[config.mk]
export PLATFORM = sky130hd
export DESIGN_NAME = mux41_scan_ctrl
export DESIGN_NICKNAME = d
export VERILOG_FILES = /design/src/rtl/mux41_pkg.sv /design/src/rtl/mux41_next_ch.sv /design/src/rtl/mux41_scan_ctrl.sv
export SDC_FILE = /design/constraint.sdc
export NUM_CORES = 1
export LEC_CHECK = 0
export ABC_AREA = 1
export BUFFER_PORTS_ARGS = -buffer_cell sky130_fd_sc_hd__buf_2
export CAP_MARGIN = 5
export CORE_UTILIZATION = 62
export CTS_CLUSTER_DIAMETER = 50
export DETAILED_ROUTE_END_ITERATION = 8
export PLACE_DENSITY_LB_ADDON = 0.12
export SLEW_MARGIN = 10
export SYNTH_ARGS = -nofsm -noshare
export SYNTH_HDL_FRONTEND = slang
export SYNTH_SLANG_ARGS = --single-unit
[constraint.sdc]
create_clock -name clk -period 3.67 [get_ports clk]
set_input_delay 0.1835 -clock clk [delete_from_list [all_inputs] [get_ports clk]]
set_output_delay 0.1835 -clock clk [all_outputs]
set_load 0.02 [all_outputs]
[src/rtl/mux41_pkg.sv]
// Shared types and sizes for the 4:1 mux channel scanner.
package mux41_pkg;

  localparam int unsigned NCH   = 4;
  localparam int unsigned SEL_W = 2;
  localparam int unsigned CNT_W = 8;

  typedef enum logic [1:0] {
    IDLE = 2'd0,
    SCAN = 2'd1,
    HOLD = 2'd2
  } state_e;

endpackage

[src/rtl/mux41_next_ch.sv]
// Finds the lowest unmasked channel above base (or at base when incl=1).
// last_c is set when no such channel exists.
module mux41_next_ch
  import mux41_pkg::*;
(
  input  logic [NCH-1:0]   mask,
  input  logic [SEL_W-1:0] base,
  input  logic             incl,
  output logic [SEL_W-1:0] nxt_c,
  output logic             last_c
);

  logic found;

  always_comb begin
    nxt_c = '0;
    found = 1'b0;
    for (int i = 0; i < int'(NCH); i++) begin
      if (!found && mask[i] && ((i > int'(base)) || (incl && (i == int'(base))))) begin
        nxt_c = SEL_W'(i);
        found = 1'b1;
      end
    end
    last_c = ~found;
  end

endmodule

[src/rtl/mux41_scan_ctrl.sv]
// Scans the unmasked inputs of a 4:1 mux, settling SETTLE_CYC cycles per
// channel, and delivers one 4-bit snapshot per frame on valid/ready.
module mux41_scan_ctrl
  import mux41_pkg::*;
#(
  parameter int unsigned SETTLE_CYC = 2
) (
  input  logic             clk,
  input  logic             rst_n,
  input  logic             en,
  input  logic [NCH-1:0]   mask,
  input  logic             mux_out,
  output logic [SEL_W-1:0] sel,
  output logic [NCH-1:0]   data,
  output logic             valid,
  input  logic             ready,
  output logic             change,
  output logic             busy
);

  localparam logic [CNT_W-1:0] SETTLE_LAST = CNT_W'(SETTLE_CYC - 1);

  state_e           state_q, state_d;
  logic [SEL_W-1:0] sel_q, sel_d;
  logic [CNT_W-1:0] cnt_q, cnt_d;
  logic [NCH-1:0]   mask_q, mask_d;
  logic [NCH-1:0]   shadow_q, shadow_d;
  logic [NCH-1:0]   prev_q, prev_d;
  logic [NCH-1:0]   data_q, data_d;
  logic             valid_q, valid_d;
  logic             change_q, change_d;
  logic             busy_q, busy_d;
  logic             start;

  logic [SEL_W-1:0] nxt_c, first_c;
  logic             last_c, none_c;

  // next channel within the current frame
  mux41_next_ch u_next (
    .mask   (mask_q),
    .base   (sel_q),
    .incl   (1'b0),
    .nxt_c  (nxt_c),
    .last_c (last_c)
  );

  // first channel of a frame about to start; none_c means an empty mask
  mux41_next_ch u_first (
    .mask   (mask),
    .base   (SEL_W'(0)),
    .incl   (1'b1),
    .nxt_c  (first_c),
    .last_c (none_c)
  );

  always_ff @(posedge clk or negedge rst_n) begin
    if (!rst_n) begin
      state_q  <= IDLE;
      sel_q    <= '0;
      cnt_q    <= '0;
      mask_q   <= '0;
      shadow_q <= '0;
      prev_q   <= '0;
      data_q   <= '0;
      valid_q  <= 1'b0;
      change_q <= 1'b0;
      busy_q   <= 1'b0;
    end else begin
      state_q  <= state_d;
      sel_q    <= sel_d;
      cnt_q    <= cnt_d;
      mask_q   <= mask_d;
      shadow_q <= shadow_d;
      prev_q   <= prev_d;
      data_q   <= data_d;
      valid_q  <= valid_d;
      change_q <= change_d;
      busy_q   <= busy_d;
    end
  end

  always_comb begin
    state_d  = state_q;
    sel_d    = sel_q;
    cnt_d    = cnt_q;
    mask_d   = mask_q;
    shadow_d = shadow_q;
    prev_d   = prev_q;
    data_d   = data_q;
    valid_d  = valid_q;
    change_d = change_q;
    start    = 1'b0;

    unique case (state_q)
      IDLE: start = en;
      SCAN: begin
        cnt_d = cnt_q + CNT_W'(1);
        if (cnt_q == SETTLE_LAST) begin
          cnt_d            = '0;
          shadow_d[sel_q]  = mux_out;
          if (!last_c) begin
            sel_d = nxt_c;
          end else begin
            data_d   = shadow_d & mask_q;
            valid_d  = 1'b1;
            change_d = (data_d != prev_q);
            state_d  = HOLD;
          end
        end
      end
      HOLD: begin
        if (valid_q && ready) begin
          valid_d = 1'b0;
          prev_d  = data_q;
          state_d = IDLE;
          start   = en;
        end
      end
      default: state_d = IDLE;
    endcase

    // frame start is shared by IDLE and a back-to-back restart from HOLD
    if (start) begin
      mask_d   = mask;
      shadow_d = '0;
      if (none_c) begin
        data_d   = '0;
        valid_d  = 1'b1;
        change_d = (prev_d != '0);
        state_d  = HOLD;
      end else begin
        sel_d   = first_c;
        cnt_d   = '0;
        state_d = SCAN;
      end
    end

    busy_d = (state_d != IDLE);
  end

  assign sel    = sel_q;
  assign data   = data_q;
  assign valid  = valid_q;
  assign change = change_q;
  assign busy   = busy_q;

endmodule
### Word level (Yosys, flattened, before mapping)

Cells that the tools add are included.

* flip-flop bits (word level): 31
* input bits: 9
* output and inout port bits: 9
* word-level logic and storage cells: 96

* add/sub/neg operators: 1
* $lt $le $gt $ge: 5
* equal/unequal tests: 4
* muxes and demuxes: 54
* bitwise operators: 1
* reduce and logical (&&, ||, !) cells: 21

Operators by type and width (count)
* two-way mux 4 bit: 10
* two-way mux 8 bit: 4
* two-way mux 2 bit: 14
* two-way mux 1 bit: 21
* logical AND 1 bit: 10
* adder 8 x 1 -> 8 bit (second input constant): 1
* equality test 8 x 1 -> 1 bit (second input constant): 1
* one-hot mux 2 bit (3 select lines): 1
* nonzero test 2 bit: 3
* zero test 1 bit: 5
* AND 4 bit: 1
* bitwise mux 4 bit: 1
* greater-than comparator 2 bit (first input constant): 2
* != test 4 bit: 1
* one-hot mux 1 bit (2 select lines): 2
* nonzero test 4 bit: 1
* < comparator 2 x 3 -> 1 bit (second input constant): 1
* demux 1 bit (select 2 bit): 1
* equality test 2 x 1 -> 1 bit (second input constant): 1
* equality test 2 bit (second input constant): 1
* >= comparator 2 x 1 -> 1 bit (second input constant): 1
* greater-than comparator 1 x 2 -> 1 bit (first input constant): 1
* zero test 2 bit: 1
* AND reduction 2 bit: 1

### Longest topological paths before layout

Gate-level depths: netlist of run 1.

* depth in word-level cells: 16
* gate-level depth with buffers: 12
* depth with buffers taken out: 11

### Cells and area by module

Synthesis of run 1 repeated with hierarchy kept, for this count alone.

* cell total of the unflattened synthesis: 262
* area, all modules: 1920.6 µm²

By module, submodules not included
* mux41_scan_ctrl: instances 1, cells each 220, area an instance 1737.9 µm², sequential area each 775.7 µm²
* mux41_next_ch: instances 2, cells each 21, area an instance 91.3 µm², sequential area each 0.0 µm²

### Worst setup path after synthesis of run 1

Ideal clock, no wire load.

* kind: register -> register
* from: register state_q[0]
* to: register cnt_q[7]
* setup time: 0.119 ns
* arrival: 1.499 ns
* data required time: 3.551 ns
* slack: 2.052 ns
* stages on the path, launching flop included: 12
* buffers on the path: 0
* period minus slack after synthesis: 1.618 ns
* cells stage by stage: dfrtp_1 -> inv_1 -> ha_1 -> nand3_2 -> nand2_2 -> nand2_4 -> inv_6 -> nand2_4 -> nand2_2 -> inv_2 -> nand2_1 -> nor2_1

* word-level cells in the longest chain between the ends: 4
* elaborated cells on any way between the ends: 7
* classes of those cells: eq/ne: 2; mux: 4; reduce/logical: 1

RTL lines
* from (decl): RTL line mux41_scan_ctrl.sv:23 `state_e state_q, state_d;`
* from (signal assigned): RTL line mux41_scan_ctrl.sv:69 `state_q <= state_d;`
* equality test 2 x 1 -> 1 bit: RTL line mux41_scan_ctrl.sv:94 `unique case (state_q)`
* two-way mux 8 bit: RTL line mux41_scan_ctrl.sv:94
* two-way mux 8 bit: RTL line mux41_scan_ctrl.sv:126 `if (none_c) begin`
* two-way mux 8 bit *: RTL line mux41_scan_ctrl.sv:123 `if (start) begin`
* net cnt_d[7]: RTL line mux41_scan_ctrl.sv:25 `logic [CNT_W-1:0] cnt_q, cnt_d;`
* to (signal assigned): RTL line mux41_scan_ctrl.sv:71 `cnt_q <= cnt_d;`
* to (decl): RTL line mux41_scan_ctrl.sv:25

The timed path passes the listed nets; every way through them passes the cells marked *.
A chain may end at the register's enable or synchronous reset.

### Worst setup path after layout of run 1

* from: register state_q[0]
* to: register cnt_q[3]

The elaborated chain is that of the path after synthesis.

==> flow_results.org, run 1 <==
** Clock network
- Clock tree synthesis selected as its root buffer the cell clkbuf_4.
- CTS tree :: yes
- Clock buffer depth :: 2
- For the worst-skew pair, the clock arrives at the later sink with an insertion delay of 0.33 ns.
- Inserted Clock Buffers :: 5
- The clock net in this run drives a total of 31 sinks.
- Reg clk slew, reported paths :: 0.09 ns
- Hold buffer count at cts :: 1
- The clock tree synthesis step divided the H-tree into 2 levels.
- The number of setup buffers added after CTS is 0.
- After clock tree synthesis, the repair step resized 0 gates.

** Place
- Routability-driven placement finished with a final weighted congestion of 0.939.
- Port buffer count :: 17
- Detailed placement finished with a half-perimeter wire length of 2780 um.
- After detailed placement, the total cell area comes to 1970 um2.

** Logic synthesis
- Leading cell types by total area after synthesis :: dfrtp_1 42%, nand2_1 13%, nand3_1 4.6%, nor2_1 4.5%, ha_1 4.0%
- After synthesis, the share of flip-flops with an asynchronous set or reset is 1.00.
- Yosys mapped a number of flops with a built-in enable equal to 0.
- For this run, the register share of the synthesized area comes to 0.418.
- The netlist uses 29 different library cells.
- When the netlist entered floorplanning its net count stood at 251.
- For this run, the number of Yosys warnings is 0.
- Synthesis inferred 31 register bits.
- Counting every instance in the synthesized netlist gives 236.
- For this run, the leading register cell type out of synthesis is dfrtp_1.
- Mean instance size in the synthesized netlist :: 7.86 um2
- Summing every instance area after synthesis gives 1850 um2.
- Of the post-synthesis cell area, the dominant cell type holds 0.418.
- Yosys top cell by area :: dfrtp_1

** Worst setup path
- Largest driver fanout on the critical path :: 10
- STA classifies the critical path endpoint as a flip-flop.
- The critical path is of the flip-flop to flip-flop type.
- For the worst setup path, the data arrival time is 2.08 ns.
- Cell-by-cell trace of the critical path :: inv_1 -> ha_1 -> nand3_2 -> nand2_2 -> nand2_4 -> inv_6 -> nand2_4 -> nand2_2 -> inv_2 -> nand2_1 -> a21oi_1
- The worst setup path is launched from a flip-flop.
- Worst endpoint required time :: 3.89 ns
- Cell count of the worst reg-to-reg path :: 11
- The largest individual stage delay along the critical path comes from the cell dfrtp_1.
- In this design, the stage delay of the slowest critical-path cell is 0.42 ns.

** Floorplan
- Std cell rows :: 19
- After floorplanning, the core was sized to cover 2810 um2.
- The initial utilization of the core area, before any placement, comes to 0.661.
- Measured along the x axis, the die boundary spans 56.7 um.
- Pin placement for this block handled 18 I/O pins.
- Height of the die :: 56.7 um
- Die Footprint :: 3210 um2

** GRT
- The total overflow left after global routing is 0.
- In the global route stage, overall resource usage came out at 0.267.
- The number of antenna violations at the first check in global routing came to 0.
- The number of global-route vias before repair came to 1386.
- The first global-routing pass estimated 6490 um of wire.
- Entering global routing, the biggest net connects 32 pins.

** STA
- At the pin with the least slew margin, the transition time is 0.680 ns.
- The count of pins over their slew limit came to 0.
- Final cycle utilization of the critical path :: 0.505
- The smallest clock period supported by the final layout is computed as 1.85 ns.
- Final hold viol count :: 0
- The worst pin sits at a relative slew slack of 0.547.
- Setup total negative slack on the finished layout was measured at 0 ns.
- Highest Clock Rate :: 539 MHz
- Setup repair after global routing left no endpoint under its margin.
- Setup-violating endpoint count in the final report :: 0
- On the final layout, the worst clock skew is 0.00732 ns.

** Pwr
- Reported leakage power :: 1.05 nW
- IR analysis of the VDD net gives a maximum drop of 0.000453 V.
- In this run the power density over the cells is 782 nW/um2.

** Final layout
- After filler insertion, the fill cell instance count of the layout stands at 228.
- Summing all multi-input logic gate instances after layout gives 937 um2.
- Ant. Diodes :: 0
- Post-layout util :: 0.726
- In the layout the commonest cells are 65 x nand2_1, 31 x dfrtp_1, 22 x nor2_1.
- Relative area change from synthesis to final layout :: 9.85%
- Cell area after layout :: 2040 um2
- The net count of the finished layout is 275.
- Across the whole layout, storage elements account for 776 um2.
- Commonest non-fill, non-tap cell in the layout :: nand2_1
- Of the cells placed in the final design, the portion with a size suffix greater than 1 is 0.250.

** Route
- Number of optimization iterations in the first detailed-route pass :: 6
- Via count normalized by instance count :: 5.55
- For this block, the initial DRC count from the detailed router was 76.
- Detailed Route WL :: 3730 um
- After detailed routing, the number of remaining DRC violations is 2.
- Number of vias after detailed routing :: 1615
- Routed wire per std cell :: 12.8 um
- Count of antenna-violating nets left after detailed routing :: 0

** Outcome
- Failing checks :: design-rule violations
- Run status :: finished with violations

** Hold path
- Number of instances on the worst hold path :: 3
- The worst hold path belongs to the class input pin to flip-flop.

** Job
- Reported max-cap violation count :: 0
[registers in the layout (all words and copies together) (netlist names)]
signal	count
shadow_q	4
prev_q	4
sel	2
data	4
change	1
state_q	2
mask_q	4
valid	1
cnt_q	8
busy	1
[synthesized netlist by cell type, types with 5 or more instances]
| cell type | instances |
|---|---|
| inv_1 | 17 |
| nor2_1 | 22 |
| o21ai_1 | 6 |
| ha_1 | 6 |
| a21oi_2 | 5 |
| a21oi_1 | 14 |
| nand2_1 | 65 |
| nor3_1 | 5 |
| nand3_1 | 17 |
| nand2_2 | 5 |
| inv_2 | 12 |
| dfrtp_1 | 31 |
[layer usage]
| metal | part of all wire | routed length (um) | vias up | GRT usage |
|---|---|---|---|---|
| li1 | - | - | 810 | - |
| met1 | 0.50 | 1850 | 743 | 0.411 |
| met2 | 0.42 | 1550 | 55 | 0.366 |
| met3 | 0.070 | 262 | 7 | 0.0622 |
| met4 | 0.018 | 67 | 0 | 0.0893 |
| met5 | 0 | 0 | - | 0 |
[power by group]
group          total [mW]  internal (mW)  leakage (nW)  switching [mW]
clock               0.205         0.0887        0.0341           0.116
combinational       0.802          0.276         0.630           0.526
sequential          0.586          0.464         0.388           0.121
total                1.59          0.829          1.05           0.763
[critical path: cells and delay by family, from the launching register on]
family / cells / cell delay, ns
buffers and inverters: 3 / 0.36
flip-flops: 1 / 0.42
AO/OA/AOI/OAI: 1 / 0.04
adder cells (fa/ha/maj): 1 / 0.24
AND/OR/NAND/NOR: 6 / 0.69
[cell families after synthesis]
group	share of synthesized area
AND/OR/NAND/NOR	0.339
adder cells (fa/ha/maj)	0.0405
AO/OA/AOI/OAI	0.121
buffers and inverters	0.0763
flip-flops	0.418
XOR/XNOR	0.00472
[final timing paths]
kind                            slack, ns        start           to
worst max-delay path                 1.82   state_q[0]     cnt_q[3]
worst min-delay path                 0.11      mask[3]    mask_q[3]
worst max register to register       1.82   state_q[0]     cnt_q[3]
worst min register to register       0.51  shadow_q[3]  shadow_q[3]
max in group asynchronous            2.81        rst_n  shadow_q[1]
min in group asynchronous            0.42        rst_n     cnt_q[3]
[area by class of cell]
class / count / share of cell area
Sequential cell: 31 / 0.381
Clock inverter: 1 / 0.00246
Inverter: 31 / 0.0657
Clock buffer: 6 / 0.0252
Timing Repair Buffer: 18 / 0.0467
Tap cell: 31 / 0.0190
Multi-Input combinational cell: 173 / 0.460
[metrics by stage]
step | total power [mW] | setup WS [ns] | hold WS, ns | instances
2_1_floorplan | 1.20 | 2.05 | -0.112 | 236
3_3_place_gp | 1.38 | 1.92 | 0.258 | 283
3_5_place_dp | 1.38 | 1.85 | 0.268 | 283
4_1_cts | 1.59 | 1.82 | 0.0999 | 291
5_1_grt | 1.72 | 1.70 | 0.106 | 291
6_report | 1.59 | 1.82 | 0.110 | 291
Power figures use the tool's default switching activity.
==> run 2, diff against run 1 <==
--- a/config.mk
+++ b/config.mk
@@ -5,10 +5,10 @@
 export SDC_FILE = /design/constraint.sdc
 export NUM_CORES = 1
 export LEC_CHECK = 0
-export ABC_AREA = 1
+export ABC_AREA = 0
 export BUFFER_PORTS_ARGS = -buffer_cell sky130_fd_sc_hd__buf_2
 export CAP_MARGIN = 5
-export CORE_UTILIZATION = 62
+export CORE_UTILIZATION = 58
 export CTS_CLUSTER_DIAMETER = 50
 export DETAILED_ROUTE_END_ITERATION = 8
 export PLACE_DENSITY_LB_ADDON = 0.12
==> constraint.sdc (replaced) <==
create_clock -name clk -period 1.9 [get_ports clk]
set_input_delay 0.095 -clock clk [delete_from_list [all_inputs] [get_ports clk]]
set_output_delay 0.095 -clock clk [all_outputs]
set_load 0.02 [all_outputs]
==> flow_results.org, run 2 <==
** Clock network
- The TritonCTS buffer count was 5 (unchanged).
- Sinks on Clock Net :: 31 (unchanged)
- CTS Root Cell :: clkbuf_4
- Latest clock arrival within the worst-skew pair :: 0.34 ns (about the same)
- CTS tree :: yes
- Clock buffer depth :: 2 (unchanged)
- The clock transition at the register clock pins on the worst setup and hold paths after CTS came to 0.10 ns (about the same).
- H-tree levels :: 2 (unchanged)
- Post-CTS setup buffers :: 0 (unchanged)

** Floorplan
- Height of the die :: 57.4 um (+1.3%)
- Top-level port count :: 18 (unchanged)
- The placeable core region came to 2830 um2 (+0.85%).
- Chip Width :: 57.4 um (+1.3%)
- Std cell rows :: 19 (unchanged)
- The initial cell density of the core is 0.630 (-0.0308).
- Die Footprint :: 3300 um2 (+2.7%)

** Job
- The max-cap check violation count is 0 (unchanged).

** Final layout
- Register with the most flip-flops :: cnt_q
- The ratio of cells with drive above 1 in the final layout came to 0.269 (+0.0187).
- Commonest non-fill, non-tap cell in the layout :: dfrtp_1
- Highest-count cells in the layout ignoring fill and taps :: 30 x dfrtp_1, 27 x nor2_1, 18 x nand2_1
- The final standard cell count with taps included and fillers excluded was 258 (-11%).
- The combined flip-flop and latch cell area was 777 um2 (+0.16%).
- The number of fillers in the final layout is 221 (-3.1%).
- The area of all placed cells without fillers came to 2120 um2 (+4.1%).
- Multi-input combinational cell area :: 982 um2 (+4.8%)
- The total inserted antenna cells came to 0 (unchanged).
- The post-layout net count is 241 (-12%).
- The core utilization of the finished layout was 0.750 (+0.0235).
- Relative area change from synthesis to final layout :: 18.9%
- The flip-flop count of the largest register after layout was 8 (unchanged).

** Logic synthesis
- The simple logic cell fraction of the synthesized area is 0.232 (-0.107).
- The top cell type's share of synthesized area was 0.435 (+0.0167).
- Arithmetic-cell share of the synthesized area counting full adders, half adders and majority gates :: 0.0421 (+0.00162)
- Netlist area before placement :: 1780 um2 (-3.8%)
- The fraction of synthesized area in multiplexers came to 0.0589 (+0.0589).
- The count of flip-flops with a built-in enable after synthesis was 0 (unchanged).
- Leading cell types by total area after synthesis :: dfrtp_1 44%, nor2_1 5.7%, o21ai_0 4.5%, ha_1 4.2%, nand2_1 3.8%
- After synthesis, the largest family of logic cells by area is simple AND/OR/NAND/NOR gates.
- Async set-reset flop share out of synthesis :: 1.00 (unchanged)
- Register area share after synthesis :: 0.435 (+0.0167)
- The net count of the mapped netlist was 205 (-18%).
- Among all cell types in the netlist, the one instantiated most often is dfrtp_1.
- Yosys cell types :: 46 (+59%)
- The number of standard cells after synthesis is 190 (-19%).
- Total of flip-flops plus latches after synthesis :: 31 (unchanged)
- The number of synthesis warnings was 0 (unchanged).
- The most used flip-flop cell after synthesis is dfrtp_1.
- The xor and xnor fraction of the mapped netlist area came to 0.0442 (+0.0395).
- Share of the synthesized area in compound gates (AO/OA/AOI/OAI) :: 0.159 (+0.0371)
- The mean post-synth cell area came to 9.38 um2 (+19%).
- Yosys top cell by area :: dfrtp_1
- Counting instances in the post-synthesis netlist gives the leading cell types as 31 x dfrtp_1, 27 x nor2_1, 18 x nand2_1.

** GRT
- First-pass GRT wire length :: 7130 um (+9.9%)
- The combined global-route utilization of all metal layers was 0.289 (+0.0214).
- Total congestion overflow :: 0 (unchanged)
- Vias in the first global route :: 1534 (+11%)
- Antenna violations before repair :: 0 (unchanged)
- Pin count of the biggest net entering global routing :: 32 (unchanged)

** Pwr
- Power after layout :: 3.34 mW (+110%)
- The areal power density over the cells is 1580 nW/um2 (+100%).
- Logic gate share of total power :: 0.529 (+0.025)
- The sequential share of power came to 0.336 (-0.032).
- The reported leakage power came to 0.995 nW (-5.4%).
- The switching share of total power came to 0.442 (-0.0376).
- Int Power :: 1.87 mW (+120%)
- Switching component of the power :: 1.48 mW (+93%)
- The worst supply voltage drop on vdd was 0.000958 V (+110%).
- The clock network fraction of design power is 0.135 (+0.006).

** Route
- Count of antenna-violating nets left after detailed routing :: 0 (unchanged)
- The detailed-route wire length is 4170 um (+12%).
- The violation count after the first detailed-routing iteration came to 63 (-17%).
- Number of vias after detailed routing :: 1537 (-4.8%)
- The first-pass iteration count of the detailed router is 7 (+1).
- The detail-routed via count per cell is 5.96 (+7.3%).
- The count of unresolved DRC violations after routing was 1 (-1).
- The routed wirelength normalized by instance count was 16.2 um (+26%).

** Place
- Post-DP Area :: 1990 um2 (+0.95%)
- The placed cell count is 247 (-13%).
- Final estimated routing congestion in global placement :: 0.914 (-2.7%)
- Port buffer count :: 17 (unchanged)
- Setup WS pre-CTS :: -0.0420 ns (-1.89 ns)
- The estimated wirelength of the detail-placed design came to 3070 um (+10%).

** Outcome
- Failing checks :: design-rule violations, negative setup slack
- Run status :: finished with violations

** STA
- The maximum clock frequency was 518 MHz (-3.9%).
- Setup-violating endpoint count in the final report :: 4 (+4)
- The measured slew at the worst slew-check pin came to 0.678 ns (-0.00233 ns).
- The relative slew slack is 0.548 (+0.00156).
- The post-route fraction of the period consumed by the critical path is 1.02 (+0.511).
- Setup repair after global routing could not meet its margin everywhere.
- The number of failing hold endpoints at the final stage was 0 (unchanged).
- Final critical delay including setup and external delays :: 1.93 ns (+0.0762 ns)
- Clock Skew :: 0.00694 ns (-0.000381 ns)
- Post-route setup slack :: -0.0307 ns (-1.85 ns)
- The count of pins over their slew limit came to 0 (unchanged).

** Worst setup path
- The worst setup path is captured at a flip-flop.
- Worst R2R Setup Slack :: -0.03 ns (-1.85 ns)
- Worst endpoint required time :: 2.15 ns (-1.74 ns)
- The worst setup path is launched from a flip-flop.
- The highest net fanout along the worst path is 5 (-5).
- Crit Path Category :: flip-flop to flip-flop
- Worst path arrival time :: 2.18 ns (+0.10 ns)

** Hold path
- Worst hold path type :: input pin to flip-flop
run 2: cell count changes after synthesis, moves of 6 or more:
cell	change
a21oi_1	-7
inv_1	-9
inv_2	-12
mux2i_1	+6
nand2_1	-47
nand3_1	-15
o21ai_0	+12
xor2_1	+7
run 2: final timing paths:
| path | end | cells past startpoint | start |
|---|---|---|---|
| worst max-delay path | shadow_q[0] | 7 | cnt_q[1] |
| worst min-delay path | mask_q[2] | 3 | mask[2] |
| worst max register to register | shadow_q[0] | 7 | cnt_q[1] |
| worst min register to register | mask_q[0] | 2 | mask_q[0] |
| max in group asynchronous | sel[1] | 2 | rst_n |
| min in group asynchronous | data[2] | 2 | rst_n |
run 2: logic make-up after synthesis:
group                      count (synthesis)
and+or+nand+nor                           78
AOI/OAI and AO/OA                         43
DFF                                       31
buffers and inverters                     13
muxes                                     10
xor gates and xnor gates                   9
adders and majority gates                  6
run 2: what timing repair did:
action,CTS,global route
setup endpoints to repair,5,22
hold buffers,3,0
hold endpoints to repair,33,0
resized for setup,3,6
run 2: critical path, stage by stage, from the launching register on:
cell and delay [ns]:
dfrtp_1 0.43, inv_1 0.07, ha_1 0.14, nor4b_4 0.26
and3_4 0.24, o22ai_2 0.08, or3b_4 0.41, o31ai_2 0.20
run 2: power by group through the flow:
stage / Sequential (mW) / Combinational, mW / Clock, mW
5_1_grt: 1.16 / 1.95 / 0.489
3_3_place_gp: 1.09 / 1.62 / 0
2_1_floorplan: 1.15 / 1.08 / 0
4_1_cts: 1.11 / 1.72 / 0.466
3_5_place_dp: 1.12 / 1.69 / 0
6_report: 1.12 / 1.77 / 0.452
run 2: layer usage:
metal,up-vias,GRT usage,share of wire
met5,-,0,0
met4,0,0.0906,0.016
met3,7,0.0726,0.058
met2,58,0.490,0.51
met1,733,0.361,0.41
li1,739,-,-
run 2: stage by stage:
step	hold slack (ns)	TNS, ns
3_5_place_dp	0.172	-0.0523
2_1_floorplan	-0.201	0
5_1_grt	0.0280	-1.37
3_3_place_gp	0.160	0
4_1_cts	0.00277	-0.0843
6_report	0.00964	-0.0470
run 2: area by class of cell:
| class | count | area share |
|---|---|---|
| Inverter | 8 | 0.0142 |
| Multi-Input combinational cell | 146 | 0.463 |
| Clock buffer | 7 | 0.0307 |
| Clock inverter | 1 | 0.00354 |
| Tap cell | 31 | 0.0183 |
| Sequential cell | 31 | 0.366 |
| Timing Repair Buffer | 34 | 0.104 |
==> run 3, diff against run 2 <==
--- a/config.mk
+++ b/config.mk
@@ -8,11 +8,12 @@
 export ABC_AREA = 0
 export BUFFER_PORTS_ARGS = -buffer_cell sky130_fd_sc_hd__buf_2
 export CAP_MARGIN = 5
-export CORE_UTILIZATION = 58
+export CORE_UTILIZATION = 36
 export CTS_CLUSTER_DIAMETER = 50
 export DETAILED_ROUTE_END_ITERATION = 8
 export PLACE_DENSITY_LB_ADDON = 0.12
 export SLEW_MARGIN = 10
 export SYNTH_ARGS = -nofsm -noshare
 export SYNTH_HDL_FRONTEND = slang
+export SYNTH_HIERARCHICAL = 1
 export SYNTH_SLANG_ARGS = --single-unit
==> flow_results.org, run 3 <==
** Outcome
- The flow ran to the end, and the final reports show no timing, DRC or antenna violations.

** Logic synthesis
- The synthesis-stage register bit count is 31 (unchanged).
- Yosys top cell by area :: dfrtp_1
- The number of synthesis warnings is 6 (+6).
- The top cell type's share of synthesized area came to 0.408 (-0.0275).
- Netlist area before placement :: 1900 um2 (+6.7%)
- The distinct cell type count after synthesis was 47 (+2.2%).
- Cell count after synthesis :: 214 (+13%)
- In the post-synthesis netlist, the cell with the most instances is dfrtp_1.
- By count the netlist is led by 31 x dfrtp_1, 26 x nor2_1, 25 x nand2_1.
- Async set-reset flop share out of synthesis :: 1.00 (unchanged)
- By area the synthesized netlist is led by dfrtp_1 41%, nor2_1 5.1%, nand2_1 4.9%, o21ai_0 4.5%, ha_1 3.9%.
- The count of flip-flops with a built-in enable after synthesis was 0 (unchanged).
- Mean instance size in the synthesized netlist :: 8.89 um2 (-5.2%)
- Flip-flop cell with the highest count after synthesis :: dfrtp_1
- The sequential-to-total area share from yosys stat was 0.408 (-0.0275).

** Floorplan
- The die outline width came to 74.7 um (+30%).
- Height of the die :: 74.7 um (+30%)
- Area of the core :: 5110 um2 (+81%)
- Effective utilization at floorplan :: 0.373 (-0.258)
- Std cell rows :: 26 (+7)
- The boundary pin count came to 18 (unchanged).
- Die Footprint :: 5580 um2 (+69%)

** GRT
- Antenna violations before repair :: 0 (unchanged)
- Pin count of the biggest net entering global routing :: 32 (unchanged)
- The number of global-route vias before repair is 1626 (+6.0%).
- Total congestion overflow :: 0 (unchanged)
- The combined global-route utilization of all metal layers was 0.175 (-0.114).
- The wire length of the first global-routing pass came to 7390 um (+3.7%).

** Place
- Port buffer count :: 17 (unchanged)
- The area of placed instances came to 2320 um2 (+17%).
- Setup WS pre-CTS :: -0.0463 ns (-0.00428 ns)
- The placer's final routability congestion estimate is 0.780 (-15%).
- Detailed placement HPWL :: 3260 um (+6.3%)

** STA
- Final critical delay including setup and external delays :: 1.78 ns (-0.153 ns)
- Post-route setup slack :: 0.122 ns (+0.153 ns)
- The measured slew at the worst slew-check pin came to 0.710 ns (+0.0324 ns).
- Setup-violating endpoint count in the final report :: 0 (-4)
- The setup clock skew after layout is 0.00858 ns (+0.00164 ns).
- The number of failing hold endpoints at the final stage was 0 (unchanged).
- Number of slew-limit violations in the final report :: 0 (unchanged)
- The relative slew slack came to 0.527 (-0.0216).
- Final cycle utilization of the critical path :: 0.936 (-0.0804)
- The maximum clock frequency came to 562 MHz (+8.6%).

** Worst setup path
- The setup path with the least slack is of type flip-flop to flip-flop.
- The worst register-to-register path begins at state_q[0].
- Worst path arrival time :: 1.92 ns (-0.26 ns)
- The most critical setup path has its startpoint at state_q[0].
- The worst path required time is 2.04 ns (-0.11 ns).
- Delay-heaviest family, CP :: simple AND/OR/NAND/NOR gates
- Largest driver fanout on the critical path :: 4 (-1)
- Critical Path Source Type :: flip-flop
- Cell-by-cell trace of the critical path :: inv_2 -> ha_4 -> and3_4 -> mux2_4 -> nor4_4 -> a21oi_1 -> a21boi_0
- The delay of the slowest cell on the worst path came to 0.39 ns (-0.04 ns).
- The worst path buffer plus inverter count came to 1 (unchanged).
- Crit path max-delay cell type :: dfrtp_1
- Endpoint class of the critical path :: flip-flop

** Clock network
- Inserted Clock Buffers :: 5 (unchanged)
- The root buffer cell chosen for the clock tree is clkbuf_8.
- TritonCTS built the clock tree.
- The sink count of the clock tree was 31 (unchanged).
- Reg clk slew, reported paths :: 0.06 ns (-0.04 ns)
- H-tree levels :: 2 (unchanged)
- The clock latency reported for the late side of the worst-skew pair is 0.28 ns (-0.06 ns).
- Clock buffer depth :: 2 (unchanged)

** Final layout
- Ant. Diodes :: 0 (unchanged)
- Highest-count cells in the layout ignoring fill and taps :: 31 x dfrtp_1, 26 x nor2_1, 25 x nand2_1
- Number of flip-flops in the largest register :: 8 (unchanged)
- Cell area after layout :: 2510 um2 (+18%)
- Fraction of final layout cells sized beyond drive strength 1 :: 0.261 (-0.00801)
- The core utilization of the finished layout was 0.491 (-0.259).
- Relative area change from synthesis to final layout :: 31.8%
- Leaving out fill and tap cells, the most frequent cell in the layout is dfrtp_1.
- Nets@finish :: 294 (+22%)
- Register with the most flip-flops :: cnt_q

** Route
- Number of vias after detailed routing :: 1651 (+7.4%)
- The detail-routed via count per cell came to 4.72 (-21%).
- Detailed Route WL :: 4280 um (+2.8%)
- Number of remaining DRC errors :: 0 (-1)
- The first-pass iteration count of the detailed router was 4 (-3).
- The routed wirelength normalized by instance count was 12.2 um (-24%).
- The post-route antenna net violation count was 0 (unchanged).
- The violation count after the first detailed-routing iteration came to 107 (+70%).

** Pwr
- The areal power density over the cells is 1360 nW/um2 (-14%).
- Peak supply drop :: 0.000478 V (-50%)
- The reported leakage power came to 1.23 nW (+24%).

** Hold path
- Worst hold path type :: input pin to flip-flop
- The worst hold path begins at mask[0].

** Job
- Reported max-cap violation count :: 0 (unchanged)
-- run 3: routing by layer --
layer / track usage / routed length (um) / share of wire
met5: 0 / 0 / 0
met4: 0.0503 / 19 / 0.0044
met3: 0.0361 / 99 / 0.023
met2: 0.286 / 2020 / 0.47
met1: 0.234 / 2140 / 0.50
-- run 3: metrics by stage --
step	setup TNS [ns]	hold slack (ns)	std cells	power, mW
finish	0	0.0446	350	3.40
global placement	0	0.193	340	2.72
CTS	0	0.0402	349	3.32
floorplan	0	-0.201	236	2.07
detailed placement	-0.0463	0.199	340	2.72
global route	-0.000957	0.0623	350	3.71
-- run 3: path summary, 6_finish.rpt --
| kind | end | slack (ns) | cells past startpoint |
|---|---|---|---|
| setup reg to reg | change | 0.12 | 7 |
| hold reg to reg | shadow_q[1] | 0.51 | 2 |
| min in group asynchronous | mask_q[2] | 0.40 | 2 |
| setup / recovery | change | 0.12 | 7 |
| max in group asynchronous | cnt_q[6] | 1.03 | 2 |
| hold / removal | mask_q[0] | 0.04 | 3 |
-- run 3: area by class of cell --
| type | instances | area [um2] |
|---|---|---|
| fillers | 503 | 2600 |
| multi-input cells | 187 | 1210 |
| repair buffers | 42 | 288 |
| clock buffers | 8 | 100 |
| inverters | 12 | 45.0 |
| well taps | 70 | 87.6 |
| flip-flops and latches | 31 | 776 |
-- run 3: what timing repair did --
action | in CTS | in global routing
endpoints found under the hold margin | 31 | 0
buffers inserted | 0 | 1
endpoints found under the setup margin | 1 | 11
resized for setup | 3 | 14
hold buffers | 1 | 0
pin swaps | 0 | 2
-- run 3: power by group --
group	switching (mW)	internal, mW	leakage [nW]	total (mW)
Combinational	0.954	0.850	0.769	1.80
Clock	0.240	0.331	0.0515	0.570
Sequential	0.169	0.859	0.411	1.03
Total	1.36	2.04	1.23	3.40
-- run 3: worst reg2reg max path, cell delays in order (launching register included) --
cell and delay (ns):
dfrtp_1 0.39, inv_2 0.09, ha_4 0.15, and3_4 0.21, mux2_4 0.33, nor4_4 0.26
a21oi_1 0.09, a21boi_0 0.12
-- run 3: kinds of logic (layout without fill, tap and decap cells) --
family | after synthesis | count (layout) | share of synthesized area
adder cells (fa/ha/maj) | 6 | 6 | 0.0394
XOR/XNOR | 10 | 10 | 0.0460
multiplexers | 10 | 10 | 0.0552
buffers and inverters | 18 | 62 | 0.0355
other | 2 | 24 | 0.00395
AO/OA/AOI/OAI | 46 | 46 | 0.156
AND/OR/NAND/NOR | 91 | 91 | 0.256
flip-flops | 31 | 31 | 0.408
